## config.mk

```make
export PLATFORM = sky130hd
export DESIGN_NAME = motor_drive_pwm
export DESIGN_NICKNAME = d
export VERILOG_FILES = /design/src/rtl/motor_drive_pwm.sv
export SDC_FILE = /design/constraint.sdc
export NUM_CORES = 1
export LEC_CHECK = 0
export BUFFER_PORTS_ARGS = -buffer_cell sky130_fd_sc_hd__clkbuf_2
export CORE_MARGIN = 2
export CORE_UTILIZATION = 36
export DETAILED_ROUTE_END_ITERATION = 16
export PLACE_DENSITY = 0.58
export SYNTH_ARGS = -nofsm -noshare
export SYNTH_HDL_FRONTEND = slang
export SYNTH_SLANG_ARGS = --single-unit
```

## constraint.sdc

```tcl
create_clock -name clk -period 6.3 [get_ports clk]
set_input_delay 0.63 -clock clk [delete_from_list [all_inputs] [get_ports clk]]
set_output_delay 0.63 -clock clk [all_outputs]
set_load 0.03 [all_outputs]
```

## src/rtl/motor_drive_pwm.sv

```systemverilog
// motor_drive_pwm: dual H-bridge PWM driver with shared 2048-clock period,
// sign/magnitude speed commands, per-side direction-change dead time and
// a global enable that kills all bridge drives within one clock.
module motor_drive_pwm (
  input  logic               clk,
  input  logic               rst_n,
  input  logic signed [11:0] lft_spd,
  input  logic signed [11:0] rght_spd,
  input  logic               en,
  output logic               lft_fwd,
  output logic               lft_rev,
  output logic               rght_fwd,
  output logic               rght_rev,
  output logic               prd_done
);

  typedef enum logic [0:0] {
    RUN  = 1'b0,
    DEAD = 1'b1
  } side_state_t;

  localparam int NSIDE = 2;

  // Side index 0 is the left wheel, index 1 the right wheel.
  logic [10:0]        cnt_r;
  logic               prd_done_r;
  logic               boundary_s;
  logic signed [11:0] spd_s      [NSIDE];
  logic [10:0]        new_duty_s [NSIDE];
  logic               new_dir_s  [NSIDE];
  side_state_t        state_r    [NSIDE];
  logic [10:0]        duty_r     [NSIDE];
  logic               dir_r      [NSIDE];
  logic               pend_dir_r [NSIDE];
  logic [5:0]         dead_cnt_r [NSIDE];
  logic               fwd_r      [NSIDE];
  logic               rev_r      [NSIDE];

  // Magnitude of a signed speed command; -2048 has no positive 12-bit
  // twin, so it saturates to the largest representable duty.
  function automatic logic [10:0] spd_mag(input logic signed [11:0] spd);
    logic [11:0] neg_v;
    neg_v = 12'd0 - spd;
    if (!spd[11]) begin
      spd_mag = spd[10:0];
    end else if (spd == 12'sh800) begin
      spd_mag = 11'h7FF;
    end else begin
      spd_mag = neg_v[10:0];
    end
  endfunction

  assign boundary_s = (cnt_r == 11'h7FF);
  assign spd_s[0]   = lft_spd;
  assign spd_s[1]   = rght_spd;

  // Decode each speed command into the duty and direction a boundary would latch.
  always_comb begin
    for (int i = 0; i < NSIDE; i++) begin
      new_dir_s[i]  = spd_s[i][11];
      new_duty_s[i] = en ? spd_mag(spd_s[i]) : 11'd0;
    end
  end

  // Free-running period counter and the registered period-boundary pulse.
  always_ff @(posedge clk or negedge rst_n) begin
    if (!rst_n) begin
      cnt_r      <= 11'd0;
      prd_done_r <= 1'b0;
    end else begin
      cnt_r      <= cnt_r + 11'd1;
      prd_done_r <= boundary_s;
    end
  end

  // Per-side RUN/DEAD state machine with registered, mutually exclusive bridge drives.
  always_ff @(posedge clk or negedge rst_n) begin
    if (!rst_n) begin
      for (int i = 0; i < NSIDE; i++) begin
        state_r[i]    <= RUN;
        duty_r[i]     <= 11'd0;
        dir_r[i]      <= 1'b0;
        pend_dir_r[i] <= 1'b0;
        dead_cnt_r[i] <= 6'd0;
        fwd_r[i]      <= 1'b0;
        rev_r[i]      <= 1'b0;
      end
    end else begin
      for (int i = 0; i < NSIDE; i++) begin
        // One "active" decision steered by a single direction bit means
        // fwd and rev can never be asserted together.
        if ((state_r[i] == RUN) && en && (cnt_r < duty_r[i])) begin
          fwd_r[i] <= ~dir_r[i];
          rev_r[i] <= dir_r[i];
        end else begin
          fwd_r[i] <= 1'b0;
          rev_r[i] <= 1'b0;
        end

        // Duty only changes at a boundary; dropping en clears it so that
        // re-enabling mid-period cannot restart pulses before a boundary.
        if (boundary_s) begin
          duty_r[i] <= new_duty_s[i];
        end else if (!en) begin
          duty_r[i] <= 11'd0;
        end else begin
          duty_r[i] <= duty_r[i];
        end

        case (state_r[i])
          RUN: begin
            if (boundary_s && (new_duty_s[i] != 11'd0) && (new_dir_s[i] != dir_r[i])) begin
              // Reversal: hold both switches off for 64 clocks (cnt 0..63).
              state_r[i]    <= DEAD;
              dead_cnt_r[i] <= 6'd63;
              pend_dir_r[i] <= new_dir_s[i];
            end else begin
              state_r[i] <= RUN;
            end
          end
          DEAD: begin
            if (dead_cnt_r[i] == 6'd0) begin
              state_r[i] <= RUN;
              dir_r[i]   <= pend_dir_r[i];
            end else begin
              dead_cnt_r[i] <= dead_cnt_r[i] - 6'd1;
            end
          end
          default: begin
            state_r[i]    <= RUN;
            dead_cnt_r[i] <= 6'd0;
          end
        endcase
      end
    end
  end

  assign lft_fwd  = fwd_r[0];
  assign lft_rev  = rev_r[0];
  assign rght_fwd = fwd_r[1];
  assign rght_rev = rev_r[1];
  assign prd_done = prd_done_r;

endmodule
```

==> results of run 1 <==
placed cells by master, fill, tap and decap left out, types with 9 or more instances in the layout:
cell type	count
a21boi_0	10
a21oi_1	27
clkbuf_2	31
dfrtp_1	56
ha_1	25
inv_1	41
nand2_1	34
nand2b_1	9
nor2_1	17
nor3_1	16
o21ai_0	26
xnor2_1	14
cell usage after synthesis, types with 3 or more instances:
| master | count | area [um2] |
|---|---|---|
| dfrtp_1 | 56 | 1400 |
| inv_1 | 41 | 154 |
| nand2_1 | 34 | 128 |
| a21oi_1 | 27 | 135 |
| o21ai_0 | 26 | 130 |
| ha_1 | 25 | 313 |
| nor2_1 | 17 | 63.8 |
| nor3_1 | 16 | 80.1 |
| clkbuf_1 | 14 | 52.6 |
| xnor2_1 | 14 | 123 |
| a21boi_0 | 10 | 75.1 |
| nand2b_1 | 9 | 56.3 |
| o211ai_1 | 8 | 60.1 |
| xor2_1 | 8 | 70.1 |
| a21o_1 | 7 | 52.6 |
| nand3_1 | 7 | 35.0 |
| a32oi_1 | 6 | 52.6 |
| a211oi_1 | 5 | 37.5 |
| and2_1 | 5 | 31.3 |
| nor2b_1 | 5 | 31.3 |
| nor4_1 | 5 | 31.3 |
| nand4_1 | 4 | 25.0 |
| o311ai_0 | 4 | 35.0 |
| o31ai_1 | 4 | 30.0 |
| or4_1 | 4 | 30.0 |
| and3_1 | 3 | 18.8 |
| buf_2 | 3 | 15.0 |
| o21a_1 | 3 | 22.5 |
| o221ai_1 | 3 | 26.3 |
| o31a_1 | 3 | 26.3 |
critical path, stage by stage:
cell and delay, ps:
clkbuf_2 130, inv_1 140, ha_1 240, or4b_1 590
o31a_1 340, o21ai_1 140, o21ai_0 190, o31ai_4 360
mux2_1 350
area by class of cell:
type / instances / area, um2 / share of cell area [%]
inverter: 41 / 154 / 3.73
tap: 136 / 170 / 4.13
timing repair buffer: 33 / 170 / 4.13
sequential: 56 / 1400 / 34.0
multi-input combinational: 303 / 2130 / 51.7
clock buffer: 7 / 96.3 / 2.34
how the worst max path moves through the flow:
stage | end | slack [ps] | cells past startpoint
after floorplan | pend_dir_r[1] | 3350 | 10
after global placement | pend_dir_r[1] | 3140 | 9
after detailed placement | pend_dir_r[1] | 3050 | 9
after CTS | pend_dir_r[0] | 3300 | 8
after global routing | pend_dir_r[0] | 3150 | 8
final | pend_dir_r[1] | 3380 | 9
flip-flops by register name, indices dropped and copies added, names as in the netlist:
| name | cells |
|---|---|
| cnt_r | 11 |
| pend_dir_r | 2 |
| rght_fwd | 1 |
| dir_r | 2 |
| lft_fwd | 1 |
| duty_r | 22 |
| state_r | 2 |
| rght_rev | 1 |
| dead_cnt_r | 12 |
| lft_rev | 1 |
| prd_done | 1 |
metal layers:
| metal | up-vias | share of wire [%] |
|---|---|---|
| met2 | 37 | 46 |
| met5 | - | 0 |
| met4 | 0 | 1.4 |
| met3 | 9 | 2.0 |
| li1 | 1560 | - |
| met1 | 1435 | 50 |
cells by family after synthesis:
| group | share of synthesized area, % |
|---|---|
| muxes | 1.56 |
| buffers and inverters | 6.37 |
| xor gates and xnor gates | 5.11 |
| AOI/OAI and AO/OA | 23.7 |
| adders and majority gates | 8.29 |
| DFF | 37.2 |
| and+or+nand+nor | 17.8 |
metrics by stage:
step	setup WS (ps)	hold slack [ps]	cell area, um2
global route	3150	530	4120
CTS	3300	483	4120
global placement	3140	480	4030
finish	3380	451	4120
detailed placement	3050	483	4030
floorplan	3350	334	3770
power breakdown:
group	switching, mW	total [mW]	internal, mW
registers	0.000249	0.360	0.360
clock network	0.112	0.210	0.0982
logic	0.0454	0.0689	0.0235
==> reports/qor.yml, run 1 <==
run_status: "finished clean"
place_congestion: 0.830
antenna_found_initial: 0
finalMaxSlewViolations: 0
track_usage_pct: 14.5
fmax_mhz: 342
dp_hpwl_um: 5700
root_buffer: "clkbuf_8"
cts_setup_buffers: 0
grt_pass1_vias: 2963
ioPinCount: 32
cp.required_ps: 6500
grtUsageMet2_pct: 23.1
drt_wl_total_um: 7780
seq_area_frac_synth_pct: 37.2
ir_drop_uv: 75.3
drtPass1Iterations: 4
port_buffers: 31
core_mm2: 0.0102
p_total_mw: 0.639
path_max_fanout: 7
syn-cell-area_mm2: 0.00377
clk_pin_slew_ps: 90
utilization_pct: 40.3
met1_usage_pct: 20.5
route.detailed.drc: 0
cts_resized: 0
wire_per_inst_um: 13.5
rr_worst_depth: 8
viasPerCell: 5.28
dieArea_mm2: 0.0113
finalSetupTns_ps: 0
clock_latency_ps: 310
final.fill_count: 1020
crit_arrival_ps: 3120
cts-buffers-inserted: 5
yosys_register_bits: 56
n_antenna_cell: 0
synth_warnings: 0
period_needed_ps: 2920
start_util_pct: 36.9
place_inst: 569
vias: 3041
layout-drive-gt1-share_pct: 13.0
regToRegEndpoint: "pend_dir_r[0]"
crit_start: "lft_spd[0]"
slew_headroom_pct: 51.3
leakage_nw: 1.73
clock_path_buffers: 2
crit_type: "in -> reg"
async_flop_share_pct: 100
max_slew.worst_pin.slew_ps: 731
row_count: 37
fin_worst_skew_ps: 4.64
numClockSinks: 56
fin_nets: 492
ctsHoldBuffers: 0
fp.dieW_um: 106
drv_cap: 0
power_density_mw_per_mm2: 155
grt_pass1_wl_um: 13700
critPathLaunchType: "input pin"
htree_levels: 2
top_usage_layer: "met2"
synth_fp_nets: 472
r2r-start: "cnt_r[0]"
hp-class: "in -> async"
ant_nets: 0
rsz0062_at_grt: "false"
syn_avg_cell_area_um2: 8.98
synth_flop_cell: "dfrtp_1"
grt-ovfl-total: 0
die_h_um: 106
synth-edff-count: 0
syn_inst: 420
setup_violations: 0
hold_violations: 0
syn2layout_area_growth_pct: 9.29
r2r_slack_ps: 3390
grt_use_met3_pct: 1.96
drtIter0Drc: 97
fin_cells: 576
cp-end-kind: "flip-flop"
yosysUniqueCellTypes: 63
cts_tree: "yes"
grt_max_degree: 57
min_period_over_period_pct: 46.4
(Power assumes the default switching activity.)
==> run 2: changes to the inputs <==
--- a/config.mk
+++ b/config.mk
@@ -5,11 +5,12 @@
 export SDC_FILE = /design/constraint.sdc
 export NUM_CORES = 1
 export LEC_CHECK = 0
+export ABC_AREA = 1
 export BUFFER_PORTS_ARGS = -buffer_cell sky130_fd_sc_hd__clkbuf_2
 export CORE_MARGIN = 2
 export CORE_UTILIZATION = 36
 export DETAILED_ROUTE_END_ITERATION = 16
-export PLACE_DENSITY = 0.58
+export PLACE_DENSITY = 0.6
 export SYNTH_ARGS = -nofsm -noshare
 export SYNTH_HDL_FRONTEND = slang
 export SYNTH_SLANG_ARGS = --single-unit
==> constraint.sdc (replaced) <==
create_clock -name clk -period 2.45 [get_ports clk]
set_input_delay 0.245 -clock clk [delete_from_list [all_inputs] [get_ports clk]]
set_output_delay 0.245 -clock clk [all_outputs]
set_load 0.03 [all_outputs]
==> run 2 against run 1 <==
  * Via count grew 6.0%
  * Clock skew increased by 6.3 ps
  * Routed wire length up 4.3%
  * Critical path type is now reg -> reg
==> reports/qor.yml, run 2 <==
critPathLaunchType: "flip-flop"  # was input pin
clk_pin_slew_ps: 100  # was 90 ps
final_common_cell: "nand2_1"  # was dfrtp_1
grt-ovfl-total: 0  # unchanged
syn2layout_area_growth_pct: 11.3  # was 9.29%
cts_tree: "yes"  # unchanged
numClockSinks: 56  # unchanged
crit_type: "reg -> reg"  # was in -> reg
synth_area_leaders: "dfrtp_1 (38%), nand2_1 (15%), ha_1 (8.5%)"  # was dfrtp_1 (37%), ha_1 (8.3%), inv_1 (4.1%)
vias: 3224  # was 3041
r2r_slack_ps: 250  # was 3390 ps
drtIter0Drc: 165  # was 97
ir_drop_uv: 202  # was 75.3 uV
finalSetupTns_ps: 0  # unchanged
ctsHoldBuffers: 0  # unchanged
dieArea_mm2: 0.0110  # was 0.0113 mm2
hp-class: "in -> async"  # unchanged
layout-drive-gt1-share_pct: 11.4  # was 13.0%
setup_violations: 0  # unchanged
finalMaxSlewViolations: 0  # unchanged
run_status: "finished clean"  # unchanged
ioPinCount: 32  # unchanged
fmax_mhz: 454
min_period_over_period_pct: 89.9
fin_worst_skew_ps: 10.9  # was 4.64 ps
grt_pass1_vias: 3102  # was 2963
ant_nets: 0  # unchanged
core_mm2: 0.00986  # was 0.0102 mm2
cp-end-kind: "flip-flop"  # unchanged
utilization_pct: 41.5  # was 40.3%
r2r-start: "cnt_r[1]"  # was cnt_r[0]
grt_pass1_wl_um: 14300  # was 13700 um
synth_largest_area_cell: "dfrtp_1"  # unchanged
track_usage_pct: 15.7  # was 14.5%
die_h_um: 105  # was 106 um
worstSetupEndpoint: "dead_cnt_r[7]"  # was pend_dir_r[1]
top_register: "duty_r"  # unchanged
rr_worst_depth: 11  # was 8
synth_commonest_cells: "nand2_1 (149), inv_1 (69), dfrtp_1 (56), nand3_1 (56), nor2_1 (48)"  # was dfrtp_1 (56), inv_1 (41), nand2_1 (34), a21oi_1 (27), o21ai_0 (26)
period_needed_ps: 2200
port_buffers: 31  # unchanged
regToRegEndpoint: "dead_cnt_r[7]"  # was pend_dir_r[0]
leakage_nw: 2.24  # was 1.73 nW
crit_start: "cnt_r[1]"  # was lft_spd[0]
seq_area_frac_synth_pct: 38.1  # was 37.2%
fin_nets: 587  # was 492
power_density_mw_per_mm2: 407  # was 155 mW/mm2
antenna_found_initial: 0  # unchanged
synth-edff-count: 0  # unchanged
clock_latency_ps: 310  # about the same
root_buffer: "clkbuf_8"  # unchanged
path_max_fanout: 26  # was 7
reg_top3: "duty_r: 22 flops, dead_cnt_r: 12 flops, cnt_r: 11 flops"  # unchanged
netlist.area_leader.share_pct: 38.1  # was 37.2%
htree_levels: 2  # unchanged
wire_per_inst_um: 12.1  # was 13.5 um
max_slew.worst_pin.slew_ps: 745  # was 731 ps
cts_resized: 0  # unchanged
yosys_register_bits: 56  # unchanged
setup_slack_ps: 248  # was 3380 ps
drv_cap: 0  # unchanged
fp.dieW_um: 105  # was 106 um
place_congestion: 0.848  # was 0.830
synth_flop_cell: "dfrtp_1"  # unchanged
synth_warnings: 0  # unchanged
slew_headroom_pct: 50.4  # was 51.3%
yosysUniqueCellTypes: 31  # was 63
rsz0062_at_grt: "false"  # unchanged
drt_wl_total_um: 8110  # was 7780 um
placement.setup.worst_slack_ps: 251  # was 3050 ps
final.fill_count: 1025  # was 1020
largest_reg_flops: 22  # unchanged
row_count: 36  # was 37
hold_violations: 0  # unchanged
crit_arrival_ps: 2460  # was 3120 ps
async_flop_share_pct: 100  # unchanged
clock_path_buffers: 2  # unchanged
syn_inst: 501  # was 420
route.detailed.drc: 0  # unchanged
post-synth-top-count-cell: "nand2_1"  # was dfrtp_1
cp.required_ps: 2700  # was 6500 ps
cts_setup_buffers: 0  # unchanged
syn_avg_cell_area_um2: 7.34  # was 8.98 um2
grt_max_degree: 57  # unchanged
syn-cell-area_mm2: 0.00368  # was 0.00377 mm2
viasPerCell: 4.83  # was 5.28
cts-buffers-inserted: 5  # unchanged
dp_hpwl_um: 6270  # was 5700 um
layout_common_cells: "nand2_1 (149), inv_1 (69), nand3_1 (56), dfrtp_1 (56), nor2_1 (48)"  # was dfrtp_1 (56), inv_1 (41), nand2_1 (34)
synth_fp_nets: 553  # was 472
drtPass1Iterations: 4  # unchanged
n_antenna_cell: 0  # unchanged
start_util_pct: 37.3  # was 36.9%
[run 2: changes by cell type in the layout (fill, tap and decap cells not counted), sizes merged, moves of 13 or more]
cell   delta
xnor2    -13
o22ai    +17
nand3    +50
nor2     +33
inv      +28
o21ai    -14
a21oi    -14
nand2   +122
nor3     -13
[run 2: final cells by class]
| type | instances | area, um2 | area share (%) |
|---|---|---|---|
| clock inverter | 1 | 8.76 | 0.214 |
| multi-input combinational | 366 | 1970 | 48.2 |
| clock buffer | 6 | 82.6 | 2.02 |
| tap | 133 | 166 | 4.07 |
| timing repair buffer | 37 | 200 | 4.89 |
| inverter | 69 | 259 | 6.33 |
| sequential | 56 | 1400 | 34.2 |
[run 2: worst max-delay path, cell delays in order, from the launching register on]
cell and delay, ps:
dfrtp_1 430, ha_1 230, nand3_2 120, nor3_4 200, nand2_2 120, nor3_4 190
nand2_4 240, a211oi_4 260, nand2_4 120, nand2_4 110, nand2_1 60, nand2_1 60
[run 2: report_power, final]
part           switching [mW]  total (mW)  internal [mW]
sequential            0.00445       0.932          0.927
clock                   0.304       0.530          0.226
combinational           0.137       0.204         0.0672
[run 2: how the worst min path moves through the flow]
stage / from / end / slack [ps]
floorplan: rst_n / cnt_r[0] / -50
global placement: rst_n / dead_cnt_r[4] / 440
detailed placement: rst_n / dead_cnt_r[4] / 440
CTS: rst_n / dead_cnt_r[4] / 90
global route: rst_n / dead_cnt_r[5] / 130
finish: rst_n / dead_cnt_r[4] / 60
[run 2: per-layer routing]
layer | GRT usage, % | up-vias | share of wire, %
li1 | - | 1667 | -
met1 | 21.8 | 1494 | 49
met2 | 25.4 | 55 | 46
met3 | 2.12 | 8 | 3.8
met4 | 4.57 | 0 | 1.3
met5 | 0 | - | 0
[run 2: cells by family (layout without fill, tap and decap cells)]
group | after synthesis | count (layout) | synth area share, %
XOR/XNOR | 13 | 13 | 3.10
flip-flops | 56 | 56 | 38.1
AO/OA/AOI/OAI | 53 | 53 | 8.98
adder cells (fa/ha/maj) | 25 | 25 | 8.51
AND/OR/NAND/NOR | 275 | 275 | 33.1
buffers and inverters | 79 | 113 | 8.20
[run 2: stage by stage]
| step | area, um2 | cells | total power [mW] | hold slack, ps |
|---|---|---|---|---|
| final | 4090 | 668 | 1.67 | 55.6 |
| after global routing | 4090 | 668 | 1.75 | 130 |
| after CTS | 4090 | 668 | 1.69 | 89.3 |
| after detailed placement | 4000 | 661 | 1.16 | 441 |
| after global placement | 4000 | 661 | 1.15 | 436 |
| after floorplan | 3680 | 501 | 1.07 | -50.6 |
